==> src/rtl/rtc_bus_ctrl.sv <==
// rtc_bus_ctrl: single-transaction master for the external RTC's multiplexed
// address/data bus. Each request runs an address phase, a CS-high gap and a
// data phase, then pulses done for one cycle.
// Optional feature macro: RTC_RDSYNC_EN (2-flop synchroniser on ad_in,
// read data strobe lengthened by 2 cycles to cover the synchroniser delay).
module rtc_bus_ctrl #(
  parameter int T_SETUP  = 2,
  parameter int T_STROBE = 4,
  parameter int T_HOLD   = 2,
  parameter int T_GAP    = 4
) (
  input  logic       clk,
  input  logic       reset,
  input  logic       start_wr,
  input  logic       start_rd,
  input  logic [7:0] addr,
  input  logic [7:0] wr_data,
  output logic [7:0] rd_data,
  output logic       busy,
  output logic       done,
  output logic       cs_n,
  output logic       rd_n,
  output logic       wr_n,
  output logic       a_d,
  output logic [7:0] ad_out,
  output logic       ad_oe,
  input  logic [7:0] ad_in
);

  // Zero-length timings are promoted to one cycle.
  localparam int SETUP_C  = (T_SETUP  < 1) ? 1 : T_SETUP;
  localparam int STROBE_C = (T_STROBE < 1) ? 1 : T_STROBE;
  localparam int HOLD_C   = (T_HOLD   < 1) ? 1 : T_HOLD;
  localparam int GAP_C    = (T_GAP    < 1) ? 1 : T_GAP;
`ifdef RTC_RDSYNC_EN
  localparam int RD_EXTRA = 2;
`else
  localparam int RD_EXTRA = 0;
`endif
  localparam int CW = 16;

  // Counter load values: the counter holds "cycles remaining minus one".
  localparam logic [CW-1:0] LD_SETUP   = CW'(SETUP_C - 1);
  localparam logic [CW-1:0] LD_STROBE  = CW'(STROBE_C - 1);
  localparam logic [CW-1:0] LD_RSTROBE = CW'(STROBE_C + RD_EXTRA - 1);
  localparam logic [CW-1:0] LD_HOLD    = CW'(HOLD_C - 1);
  localparam logic [CW-1:0] LD_GAP     = CW'(GAP_C - 1);

  typedef enum logic [3:0] {
    IDLE, A_SETUP, A_STROBE, A_HOLD, GAP, D_SETUP, D_STROBE, D_HOLD, DONE
  } state_t;

  state_t        state_reg, state_next;
  logic [CW-1:0] cnt_reg, cnt_next;
  logic          is_wr_reg, is_wr_next;
  logic [7:0]    addr_reg, addr_next;
  logic [7:0]    wdata_reg, wdata_next;
  logic [7:0]    ad_sample;
  logic          accept, cnt_done, capture;

  // Next-cycle output values, registered below so every output is a flop.
  logic       cs_n_next, rd_n_next, wr_n_next, a_d_next, ad_oe_next;
  logic       busy_next, done_next;
  logic [7:0] ad_out_next;

  assign accept   = (state_reg == IDLE) && (start_wr || start_rd);
  assign cnt_done = (cnt_reg == '0);
  // Read byte is taken on the edge that ends the final data-strobe cycle.
  assign capture  = (state_reg == D_STROBE) && cnt_done && !is_wr_reg;

`ifdef RTC_RDSYNC_EN
  logic [7:0] sync1_reg, sync2_reg;

  // Two-flop synchroniser on the pad readback.
  always_ff @(posedge clk) begin
    if (reset) begin
      sync1_reg <= '0;
      sync2_reg <= '0;
    end else begin
      sync1_reg <= ad_in;
      sync2_reg <= sync1_reg;
    end
  end

  assign ad_sample = sync2_reg;
`else
  assign ad_sample = ad_in;
`endif

  // State, duration counter and latched request.
  always_ff @(posedge clk) begin
    if (reset) begin
      state_reg <= IDLE;
      cnt_reg   <= '0;
      is_wr_reg <= 1'b0;
      addr_reg  <= '0;
      wdata_reg <= '0;
    end else begin
      state_reg <= state_next;
      cnt_reg   <= cnt_next;
      is_wr_reg <= is_wr_next;
      addr_reg  <= addr_next;
      wdata_reg <= wdata_next;
    end
  end

  // Next-state logic: each timed state loads its length on entry and exits
  // when the counter reaches zero.
  always_comb begin
    state_next = state_reg;
    cnt_next   = cnt_reg;
    is_wr_next = is_wr_reg;
    addr_next  = addr_reg;
    wdata_next = wdata_reg;
    if (!cnt_done) cnt_next = cnt_reg - CW'(1);
    case (state_reg)
      IDLE: begin
        if (accept) begin
          state_next = A_SETUP;
          cnt_next   = LD_SETUP;
          is_wr_next = start_wr;   // write wins when both requests arrive
          addr_next  = addr;
          wdata_next = wr_data;
        end
      end
      A_SETUP:  if (cnt_done) begin state_next = A_STROBE; cnt_next = LD_STROBE; end
      A_STROBE: if (cnt_done) begin state_next = A_HOLD;   cnt_next = LD_HOLD;   end
      A_HOLD:   if (cnt_done) begin state_next = GAP;      cnt_next = LD_GAP;    end
      GAP:      if (cnt_done) begin state_next = D_SETUP;  cnt_next = LD_SETUP;  end
      D_SETUP: begin
        if (cnt_done) begin
          state_next = D_STROBE;
          cnt_next   = is_wr_reg ? LD_STROBE : LD_RSTROBE;
        end
      end
      D_STROBE: if (cnt_done) begin state_next = D_HOLD; cnt_next = LD_HOLD; end
      D_HOLD:   if (cnt_done) begin state_next = DONE;   cnt_next = '0;      end
      DONE:     state_next = IDLE;
      default:  state_next = IDLE;
    endcase
  end

  // Bus values decoded from the state being entered.
  always_comb begin
    cs_n_next   = 1'b1;
    rd_n_next   = 1'b1;
    wr_n_next   = 1'b1;
    a_d_next    = 1'b1;
    ad_oe_next  = 1'b0;
    ad_out_next = 8'h00;
    busy_next   = (state_next != IDLE);
    done_next   = (state_next == DONE);
    case (state_next)
      A_SETUP, A_STROBE, A_HOLD: begin
        cs_n_next   = 1'b0;
        a_d_next    = 1'b0;
        ad_oe_next  = 1'b1;
        ad_out_next = addr_next;
        wr_n_next   = (state_next != A_STROBE);
      end
      D_SETUP, D_STROBE, D_HOLD: begin
        cs_n_next = 1'b0;
        if (is_wr_next) begin
          ad_oe_next  = 1'b1;
          ad_out_next = wdata_next;
          wr_n_next   = (state_next != D_STROBE);
        end else begin
          rd_n_next = (state_next != D_STROBE);
        end
      end
      default: ;
    endcase
  end

  // Registered bus outputs.
  always_ff @(posedge clk) begin
    if (reset) begin
      cs_n   <= 1'b1;
      rd_n   <= 1'b1;
      wr_n   <= 1'b1;
      a_d    <= 1'b1;
      ad_oe  <= 1'b0;
      ad_out <= 8'h00;
      busy   <= 1'b0;
      done   <= 1'b0;
    end else begin
      cs_n   <= cs_n_next;
      rd_n   <= rd_n_next;
      wr_n   <= wr_n_next;
      a_d    <= a_d_next;
      ad_oe  <= ad_oe_next;
      ad_out <= ad_out_next;
      busy   <= busy_next;
      done   <= done_next;
    end
  end

  // Read data register, held until the next read captures.
  always_ff @(posedge clk) begin
    if (reset)        rd_data <= 8'h00;
    else if (capture) rd_data <= ad_sample;
  end

endmodule
==> config.mk <==
export PLATFORM = sky130hd
export DESIGN_NAME = rtc_bus_ctrl
export DESIGN_NICKNAME = d
export VERILOG_FILES = /design/src/rtl/rtc_bus_ctrl.sv
export SDC_FILE = /design/constraint.sdc
export NUM_CORES = 1
export LEC_CHECK = 0
export ABC_AREA = 0
export BUFFER_PORTS_ARGS = -buffer_cell sky130_fd_sc_hd__buf_4
export CAP_MARGIN = 30
export CORE_UTILIZATION = 58
export CTS_CLUSTER_DIAMETER = 120
export DETAILED_ROUTE_END_ITERATION = 8
export GPL_ROUTABILITY_DRIVEN = 0
export GPL_TIMING_DRIVEN = 0
export PLACE_DENSITY = 0.84
export SLEW_MARGIN = 20
export SYNTH_ARGS = -nofsm -noshare
export SYNTH_HDL_FRONTEND = slang
export SYNTH_SLANG_ARGS = --single-unit
==> constraint.sdc <==
create_clock -name clk -period 7.2 [get_ports clk]
set_input_delay 1.44 -clock clk [delete_from_list [all_inputs] [get_ports clk]]
set_output_delay 1.44 -clock clk [all_outputs]
set_load 0.05 [all_outputs]
==> results of run 1 <==
cell usage in the layout (no fill, tap or decap), types with 4 or more instances in the layout:
cell / instances
or3_1: 7
o22ai_1: 9
a21oi_1: 11
o21ai_0: 4
nor3_1: 9
nor2b_1: 4
nor2_1: 58
xnor2_1: 11
dfxtp_1: 60
buf_4: 50
nand2_1: 8
and2_1: 9
clkbuf_8: 10
mux2i_1: 25
clkbuf_1: 8
nor4_1: 4
cells by family after synthesis:
logic type	synth area share [%]
and+or+nand+nor	25.0
DFF	47.5
AOI/OAI and AO/OA	8.61
muxes	9.89
buffers and inverters	3.36
xor gates and xnor gates	4.15
adders and majority gates	1.48
through the flow:
stage	power, W	setup slack (ns)
after global routing	0.00192	4.02
after CTS	0.00179	4.17
after global placement	0.00139	3.88
final	0.00179	4.14
after detailed placement	0.00141	3.84
after floorplan	0.00123	4.33
synthesized netlist by cell type (all sizes together), types with 4 or more instances:
library cell  instances  area [µm²]
mux2i                25         250
inv                   4        17.5
dfxtp                60        1200
a21oi                11        55.1
or3                   7        43.8
clkbuf                8        30.0
and2                  9        56.3
nor2b                 4        25.0
o21ai                 5        28.8
nand2                 8        30.0
nor4                  5        46.3
xnor2                11        96.3
nor3                 11        71.3
buf                   7        37.5
o22ai                 9        56.3
nor2                 58         218
metal layers:
metal	global-route usage, %	part of all wire [%]	wire length [µm]
met1	29.2	45	2410
met2	43.6	49	2640
met3	5.83	4.6	250
met4	13.5	1.7	91
met5	0	0	0
layout make-up:
class | instances | area, µm²
Sequential cell | 60 | 1200
Fill cell | 290 | 870
Buffer | 15 | 67.6
Clock inverter | 6 | 111
Clock buffer | 10 | 138
Inverter | 4 | 17.5
Tap cell | 50 | 62.6
Timing Repair Buffer | 50 | 375
Multi-Input combinational cell | 196 | 1240
tightest hold or removal path, stage by stage (launching register included):
cell and delay, ns:
dfxtp_1 0.31, mux2i_1 0.07, nor2_1 0.08
where the power goes:
group,switching [W],internal [W]
Sequential,0.0000545,0.000414
Combinational,0.000550,0.000395
Clock,0.000135,0.000239
Total,0.000739,0.00105
path summary, 6_finish.rpt:
check	slack (ns)	endpoint	startpoint
setup reg to reg	4.14	ad_out[7]$_SDFF_PP0_	cnt_reg[0]$_SDFF_PP0_
setup / recovery	4.14	ad_out[7]$_SDFF_PP0_	cnt_reg[0]$_SDFF_PP0_
hold reg to reg	0.49	addr_reg[0]$_SDFF_PP0_	addr_reg[0]$_SDFF_PP0_
hold / removal	0.49	addr_reg[0]$_SDFF_PP0_	addr_reg[0]$_SDFF_PP0_
==> summary.txt, run 1 <==
Hold path
  • Min-Delay Path Class: flip-flop to flip-flop
  • Hold-critical path depth: 2

Synthesis
  • Asr flop ratio synth: 0%
  • Syn Inst Count: 275
  • Synth unique cells: 44
  • Seq cells post-synth: 60
  • Mapped Area: 2530 µm²
  • Mapped Avg Cell Area: 9.20 µm²
  • Syn nets: 306
  • YS warnings: 0
  • Most common flop cell mapped by yosys: dfxtp_1
  • Seq/Total Area, Yosys: 47.5%
  • Post-synth EDFFs: 0

Final layout
  • Share of cells above drive strength 1: 22.9%
  • Final instance area: 3220 µm²
  • Layout Utilization: 78.7%
  • Max reg flops: 16
  • Final nets: 367
  • Ant. Diodes: 0
  • Area growth from synthesis to layout: 27.2%
  • Non-Filler Instances: 391

Setup path
  • CP endpoint kind: flip-flop
  • Largest fanout on the critical path: 10
  • Crit-path cells: inv_1 > ha_1 > or4b_1 > clkbuf_1 > nor4_4 > mux2i_1 > o22ai_1 > and2_1
  • CP bufs+invs: 2
  • WS Path Type: flip-flop to flip-flop
  • Worst path max stage delay: 0.73 ns
  • CP max-delay cell: mux2i_1
  • Critical path required time: 7.44 ns
  • Critical Path AT: 3.30 ns
  • WP depth: 8
  • Crit-path leading delay family: simple AND/OR/NAND/NOR gates
  • R2R cell count: 8
  • Startpoint types: flip-flop

Global route
  • Number of global-route vias before repair: 1,995
  • First-pass GRT wire length: 8580 µm
  • Initial antenna violation count: 0
  • Total Routing Usage GR: 25.5%
  • Largest net degree at the start of global routing: 12
  • Grt ovf: 0

CTS
  • Hold buffers post-CTS: 0
  • Clock latency at the later pin of the worst-skew pair: 0.34 ns
  • Root Driver: clkbuf_8
  • Cts bufs inserted: 9
  • Clk sinks: 60
  • Depth of the CTS H-tree: 3
  • Cts repair resizes: 0
  • Clock transition at path regs: 0.07 ns
  • Post-CTS setup buffers: 0
  • CTS tree: yes
  • CTS Buffer Depth: 2

Timing
  • Final Hold Viols: 0
  • Max Fclk: 327 MHz
  • Least-Margin Pin Slew: 0.757 ns
  • TNS Setup: 0 ns
  • RSZ-0062 raised after global routing: no
  • Slew Viols, Final: 0
  • Tmin final: 3.06 ns
  • Final worst hold slack: 0.491 ns
  • Clock skew: 0.00678 ns
  • Final setup fails: 0
  • Slew Limit Headroom: 48.1%
  • Tcrit/Tclk final: 42.5%

Detailed routing
  • DR vias: 2,149
  • DRT Pass-1 Iters: 4
  • Avg WL per Cell: 13.8 µm
  • Detailed Route WL: 5400 µm
  • Post-route DRC: 0
  • Initial DRC Count: 97
  • Post-DRT Antenna Nets: 0
  • Vias/cell: 5.50

Status
  • Status: completed

Floorplan
  • Die height: 68.0 µm
  • IO Pins: 51
  • Die Width: 68.0 µm
  • Initial Util: 61.9%
  • Num rows: 23
  • Total die area: 4630 µm²
  • Core footprint: 4090 µm²

Flow run
  • MaxCap Viol Count: 0

Power and ir drop
  • Pleak: 1.36 nW
  • PwrDens: 556 nW/µm²
  • VDD IR-drop max: 0.298 mV

Placement
  • Placed insts: 375
  • I/O Buffers: 50
  • DP Area: 2970 µm²
  • DP HPWL: 3690 µm
Note: power is estimated with default switching activity, not from simulation.
==> run 2: changes to the inputs <==
- CORE_UTILIZATION: 58 -> 54
- PLACE_DENSITY: 0.84 -> 0.79
- clock period: 7.2 -> 3.05 ns (I/O delays scaled with it)
==> summary.txt, run 2 (same netlist as run 1, synthesis figures left out) <==
Status
  • Status: completed (unchanged)

CTS
  • Clk sinks: 60 (unchanged)
  • Clock transition at path regs: 0.07 ns (about the same)
  • Clock latency at the later pin of the worst-skew pair: 0.34 ns (about the same)
  • Cts bufs inserted: 9 (unchanged)
  • CTS tree: yes (unchanged)
  • Depth of the CTS H-tree: 3 (unchanged)
  • CTS Buffer Depth: 2 (unchanged)
  • Root Driver: clkbuf_8 (unchanged)
  • Hold buffers post-CTS: 0 (unchanged)

Power and ir drop
  • VDD IR-drop max: 0.807 mV (was 0.298 mV)
  • Pleak: 1.35 nW (was 1.36 nW)
  • Pwr Total: 0.00414 W (was 0.00179 W)
  • PwrDens: 1300 nW/µm² (was 556 nW/µm²)

Final layout
  • Area growth from synthesis to layout: 26.0% (was 27.2%)
  • Share of cells above drive strength 1: 23.5% (was 22.9%)
  • Max reg flops: 16 (unchanged)
  • Final nets: 370 (was 367)
  • Ant. Diodes: 0 (unchanged)
  • Most frequent cells in the layout: dfxtp_1, nor2_1, buf_4 (unchanged)
  • Commonest non-fill, non-tap cell in the layout: dfxtp_1 (unchanged)

Timing
  • RSZ-0062 raised after global routing: no (unchanged)
  • Slew Limit Headroom: 57.1% (was 48.1%)
  • Tcrit/Tclk final: 87.5% (was 42.5%)
  • Final setup fails: 0 (unchanged)
  • Final Hold Viols: 0 (unchanged)
  • Least-Margin Pin Slew: 0.640 ns (was 0.757 ns)
  • Max Fclk: 375 MHz (was 327 MHz)
  • Slew Viols, Final: 0 (unchanged)
  • TNS Setup: 0 ns (unchanged)
  • Tmin final: 2.67 ns (was 3.06 ns)
  • Clock skew: 0.00833 ns (was 0.00678 ns)

Setup path
  • Worst path max stage delay: 0.55 ns (was 0.73 ns)
  • Crit. Startpoint: cnt_reg[0]$_SDFF_PP0_ (unchanged)
  • Reg2reg start: cnt_reg[0]$_SDFF_PP0_ (unchanged)
  • Largest fanout on the critical path: 10 (unchanged)
  • WS Path Type: flip-flop to flip-flop (unchanged)
  • Critical path required time: 3.23 ns (was 7.44 ns)
  • Crit-path cells: inv_1 > ha_1 > or4b_1 > clkbuf_1 > nor4_4 > buf_4 > a21oi_1 > nor3_2 > nand4_1 (was inv_1 > ha_1 > or4b_1 > clkbuf_1 > nor4_4 > mux2i_1 > o22ai_1 > and2_1)
  • Critical Path AT: 2.85 ns (was 3.30 ns)
  • CP endpoint kind: flip-flop (unchanged)
  • Startpoint types: flip-flop (unchanged)
  • CP max-delay cell: nor3_2 (was mux2i_1)
  • Crit-path leading delay family: simple AND/OR/NAND/NOR gates (unchanged)
  • CP bufs+invs: 3 (was 2)

Floorplan
  • Initial Util: 57.3% (was 61.9%)
  • Core footprint: 4410 µm² (was 4090 µm²)
  • Total die area: 4960 µm² (was 4630 µm²)
  • Num rows: 24 (was 23)
  • Die Width: 70.4 µm (was 68.0 µm)
  • IO Pins: 51 (unchanged)
  • Die height: 70.4 µm (was 68.0 µm)

Detailed routing
  • DR vias: 2,140 (was 2,149)
  • DRT Pass-1 Iters: 4 (unchanged)
  • Post-route DRC: 0 (unchanged)
  • Detailed Route WL: 5350 µm (was 5400 µm)
  • Initial DRC Count: 97 (unchanged)
  • Vias/cell: 5.40 (was 5.50)
  • Post-DRT Antenna Nets: 0 (unchanged)
  • Avg WL per Cell: 13.5 µm (was 13.8 µm)

Global route
  • Grt ovf: 0 (unchanged)
  • Initial antenna violation count: 0 (unchanged)
  • Number of global-route vias before repair: 1,995 (unchanged)
  • Total Routing Usage GR: 22.7% (was 25.5%)
  • First-pass GRT wire length: 8660 µm (was 8580 µm)
  • Largest net degree at the start of global routing: 12 (unchanged)

Hold path
  • Min-Delay Path Class: flip-flop to flip-flop (unchanged)
  • Hold_sp: cnt_reg[11]$_SDFF_PP0_ (was addr_reg[0]$_SDFF_PP0_)

Placement
  • DP HPWL: 3710 µm (was 3690 µm)
  • I/O Buffers: 50 (unchanged)

Flow run
  • MaxCap Viol Count: 0 (unchanged)
## run 2: cell count changes in the layout (fill, tap and decap cells not counted)
cell	delta
mux2i_1	-1
mux2i_2	+1
clkinv_2	+2
nor4_2	+1
clkbuf_1	+2
nor4_1	-1
clkbuf_8	-1
bufinv_16	-2
clkinv_4	-1
buf_4	+3
## run 2: power breakdown
group          leakage (nW)  switching (W)  internal, W
clock                0.0931       0.000305     0.000373
combinational         0.765        0.00132      0.00103
sequential            0.492       0.000129     0.000978
## run 2: path summary, 6_finish.rpt
path / cells after the start / to / slack (ns)
setup / recovery: 9 / wr_n$_SDFF_PP1_ / 0.38
hold / removal: 2 / cnt_reg[11]$_SDFF_PP0_ / 0.49
setup reg to reg: 9 / wr_n$_SDFF_PP1_ / 0.38
hold reg to reg: 2 / cnt_reg[11]$_SDFF_PP0_ / 0.49
## run 2: worst min-delay path, cell delays in order, from the launching register on
cell,delay [ns]
dfxtp_1,0.33
nand2_1,0.06
a21oi_1,0.05
## run 2: area by class of cell
class,instances,area (µm²)
tap,52,65.1
timing repair buffer,53,398
multi-input combinational,196,1250
buffer,15,67.6
fill,350,1230
clock inverter,5,52.6
sequential,60,1200
inverter,4,17.5
clock buffer,11,131
## run 2: timing repair
item,in CTS,in global routing
endpoints found under the setup margin,0,11
gates resized for setup,0,2
setup buffers,0,3
## run 2: layer usage
metal / part of all wire, % / GRT usage (%)
met1: 44 / 25.5
met2: 48 / 37.4
met3: 5.6 / 7.94
met4: 2.1 / 12.2
met5: 0 / 0
## run 2: metrics by stage
stage | utilization, % | instances | hold slack, ns | setup WS [ns] | instance area [µm²]
final | 72.2 | 396 | 0.489 | 0.381 | 3190
after global routing | 72.2 | 396 | 0.501 | 0.193 | 3190
after CTS | 71.5 | 393 | 0.494 | 0.0310 | 3150
after detailed placement | 67.3 | 377 | 0.480 | 0.0634 | 2970
after global placement | 67.3 | 377 | 0.468 | 0.0565 | 2970
after floorplan | - | 275 | 0.454 | 0.562 | 2530
==> run 3: changes to the inputs <==
- ABC_AREA: 0 -> 1
- CORE_UTILIZATION: 54 -> 55
==> summary.txt, run 3 <==
Power and ir drop
  • Pwr Total: 0.00361 W (was 0.00414 W)
  • VDD IR-drop max: 0.554 mV (was 0.807 mV)
  • Pleak: 1.67 nW (was 1.35 nW)
  • PwrDens: 1050 nW/µm² (was 1300 nW/µm²)

Detailed routing
  • Vias/cell: 5.12 (was 5.40)
  • DR vias: 2,611 (was 2,140)
  • DRT Pass-1 Iters: 5 (was 4)
  • Post-DRT Antenna Nets: 0 (unchanged)
  • Post-route DRC: 0 (unchanged)
  • Initial DRC Count: 205 (was 97)
  • Detailed Route WL: 6150 µm (was 5350 µm)
  • Avg WL per Cell: 12.1 µm (was 13.5 µm)

Timing
  • Slew Limit Headroom: 64.9% (was 57.1%)
  • Final Hold Viols: 0 (unchanged)
  • Clock skew: 0.00463 ns (was 0.00833 ns)
  • Max Fclk: 480 MHz (was 375 MHz)
  • TNS Setup: 0 ns (unchanged)
  • Tmin final: 2.08 ns (was 2.67 ns)
  • Tcrit/Tclk final: 68.3% (was 87.5%)
  • RSZ-0062 raised after global routing: no (unchanged)
  • Slew Viols, Final: 0 (unchanged)
  • Final setup fails: 0 (unchanged)
  • Least-Margin Pin Slew: 0.527 ns (was 0.640 ns)
  • Final worst hold slack: 0.443 ns (was 0.489 ns)

CTS
  • Root Driver: clkbuf_8 (unchanged)
  • Hold buffers post-CTS: 0 (unchanged)
  • Clock transition at path regs: 0.07 ns (about the same)
  • Cts bufs inserted: 9 (unchanged)
  • CTS Buffer Depth: 2 (unchanged)
  • Post-CTS setup buffers: 0 (unchanged)
  • Cts repair resizes: 0 (unchanged)
  • CTS tree: yes (unchanged)
  • Clock latency at the later pin of the worst-skew pair: 0.34 ns (about the same)
  • Clk sinks: 60 (unchanged)
  • Depth of the CTS H-tree: 3 (unchanged)

Setup path
  • CP bufs+invs: 2 (was 3)
  • Critical path required time: 3.26 ns (was 3.23 ns)
  • R2r setup slk: 0.97 ns (was 0.38 ns)
  • Reg2reg start: cnt_reg[0]$_SDFF_PP0_ (unchanged)
  • Crit-path cells: inv_1 > ha_1 > inv_1 > nor2_1 > nand2_1 > nor2_1 > nand2_1 > ha_1 > nand2_1 > a221oi_1 > nor2_1 (was inv_1 > ha_1 > or4b_1 > clkbuf_1 > nor4_4 > buf_4 > a21oi_1 > nor3_2 > nand4_1)
  • R2R Path End: cnt_reg[0]$_SDFF_PP0_ (was wr_n$_SDFF_PP1_)
  • Largest fanout on the critical path: 3 (was 10)
  • Crit. Startpoint: cnt_reg[0]$_SDFF_PP0_ (unchanged)
  • R2R cell count: 11 (was 9)
  • Worst path max stage delay: 0.31 ns (was 0.55 ns)
  • Critical Path AT: 2.30 ns (was 2.85 ns)
  • CP max-delay cell: dfxtp_1 (was nor3_2)
  • WS Path Type: flip-flop to flip-flop (unchanged)
  • Startpoint types: flip-flop (unchanged)
  • Crit-path leading delay family: simple AND/OR/NAND/NOR gates (unchanged)
  • CP endpoint kind: flip-flop (unchanged)

Final layout
  • Share of cells above drive strength 1: 22.6% (was 23.5%)
  • Non-Filler Instances: 510 (was 396)
  • Max reg flops: 16 (unchanged)
  • Layout Utilization: 71.7% (was 72.2%)
  • Most frequent cells in the layout: nand2_1, dfxtp_1, buf_4 (was dfxtp_1, nor2_1, buf_4)
  • Ant. Diodes: 0 (unchanged)
  • Commonest non-fill, non-tap cell in the layout: nand2_1 (was dfxtp_1)
  • Final nets: 469 (was 370)
  • Area growth from synthesis to layout: 23.8% (was 26.0%)

Floorplan
  • Num rows: 25 (was 24)
  • Die Width: 73.2 µm (was 70.4 µm)
  • Die height: 73.2 µm (was 70.4 µm)
  • Initial Util: 57.9% (was 57.3%)
  • Total die area: 5360 µm² (was 4960 µm²)
  • IO Pins: 51 (unchanged)
  • Core footprint: 4820 µm² (was 4410 µm²)

Synthesis
  • Top cell type's share of synthesized area: 43.0% (was 47.5%)
  • Seq cells post-synth: 60 (unchanged)
  • Post-synth EDFFs: 0 (unchanged)
  • Leading area contributor after synthesis: dfxtp_1 (unchanged)
  • Count leader, synth: nand2_1 (was dfxtp_1)
  • Mapped Area: 2790 µm² (was 2530 µm²)
  • Syn Inst Count: 378 (was 275)
  • Seq/Total Area, Yosys: 43.0% (was 47.5%)
  • Top post-synthesis cells by area: dfxtp_1, nand2_1, a21oi_1 (was dfxtp_1, mux2i_1, nor2_1)
  • Mapped Avg Cell Area: 7.38 µm² (was 9.20 µm²)
  • Asr flop ratio synth: 0% (unchanged)
  • Most common flop cell mapped by yosys: dfxtp_1 (unchanged)
  • YS warnings: 0 (unchanged)
  • Top cells by count, synth: nand2_1, dfxtp_1, inv_1 (was dfxtp_1, nor2_1, mux2i_1)
  • Synth unique cells: 33 (was 44)
  • Syn nets: 409 (was 306)

Hold path
  • Hold-critical path depth: 2 (unchanged)
  • Min-Delay Path Class: flip-flop to flip-flop (unchanged)
  • Hold_sp: rd_data[6]$_SDFFE_PP0P_ (was cnt_reg[11]$_SDFF_PP0_)
  • Min-Delay Endpoint: rd_data[6]$_SDFFE_PP0P_ (was cnt_reg[11]$_SDFF_PP0_)

Global route
  • Total Routing Usage GR: 25.0% (was 22.7%)
  • First-pass GRT wire length: 10,100 µm (was 8660 µm)
  • Initial antenna violation count: 0 (unchanged)
  • Number of global-route vias before repair: 2,274 (was 1,995)
  • Grt ovf: 0 (unchanged)
  • Largest net degree at the start of global routing: 12 (unchanged)

Flow run
  • MaxCap Viol Count: 0 (unchanged)

Status
  • Status: completed (unchanged)

Placement
  • Placed insts: 494 (was 377)
  • DP HPWL: 4390 µm (was 3710 µm)
  • I/O Buffers: 49 (was 50)
[run 3: how the worst max path moves through the flow]
| stage | slack [ns] | depth (start not counted) | endpoint |
|---|---|---|---|
| final | 0.97 | 11 | cnt_reg[0]$_SDFF_PP0_ |
| after global routing | 0.85 | 11 | cnt_reg[0]$_SDFF_PP0_ |
| after CTS | 1.01 | 11 | cnt_reg[0]$_SDFF_PP0_ |
| after detailed placement | 1.06 | 11 | cnt_reg[0]$_SDFF_PP0_ |
| after global placement | 1.10 | 11 | cnt_reg[0]$_SDFF_PP0_ |
| after floorplan | 1.32 | 11 | cnt_reg[0]$_SDFF_PP0_ |
[run 3: stage by stage]
| stage | area (µm²) | setup WS (ns) |
|---|---|---|
| floorplan | 2790 | 1.32 |
| global placement | 3240 | 1.10 |
| detailed placement | 3240 | 1.06 |
| CTS | 3450 | 1.01 |
| global route | 3450 | 0.851 |
| finish | 3450 | 0.966 |
[run 3: metal layers]
layer / global-route usage (%) / share of wire [%] / routed length [µm]
met5: 0 / 0 / 0
met2: 40.2 / 47 / 2890
met4: 12.2 / 1.9 / 119
met3: 5.25 / 5.8 / 356
met1: 31.9 / 45 / 2780
[run 3: final cells by class]
cell class | instances | area (µm²)
clock inverter | 5 | 60.1
sequential | 60 | 1200
fill | 431 | 1360
buffer | 14 | 100
inverter | 47 | 178
timing repair buffer | 49 | 368
tap | 67 | 83.8
clock buffer | 11 | 151
multi-input combinational | 257 | 1310
[run 3: where the power goes]
part           switching (W)  internal [W]  leakage [nW]  total [W]
Sequential         0.0000832      0.000960         0.491    0.00104
Combinational        0.00120      0.000625          1.08    0.00183
Clock               0.000317      0.000423         0.106   0.000740
Total                0.00160       0.00201          1.67    0.00361
[run 3: cells by family after synthesis]
logic type                 share of synthesized area, %
adders and majority gates                          1.34
xor gates and xnor gates                           2.82
AOI/OAI and AO/OA                                  12.0
buffers and inverters                              9.95
and+or+nand+nor                                    30.8
DFF                                                43.0
[run 3: worst reg2reg max path: stages (launching register included)]
cell      delay (ns)
dfxtp_1         0.31
inv_1           0.10
ha_1            0.26
inv_1           0.07
nor2_1          0.19
nand2_1         0.08
nor2_1          0.13
nand2_1         0.13
ha_1            0.29
nand2_1         0.06
a221oi_1        0.26
nor2_1          0.07
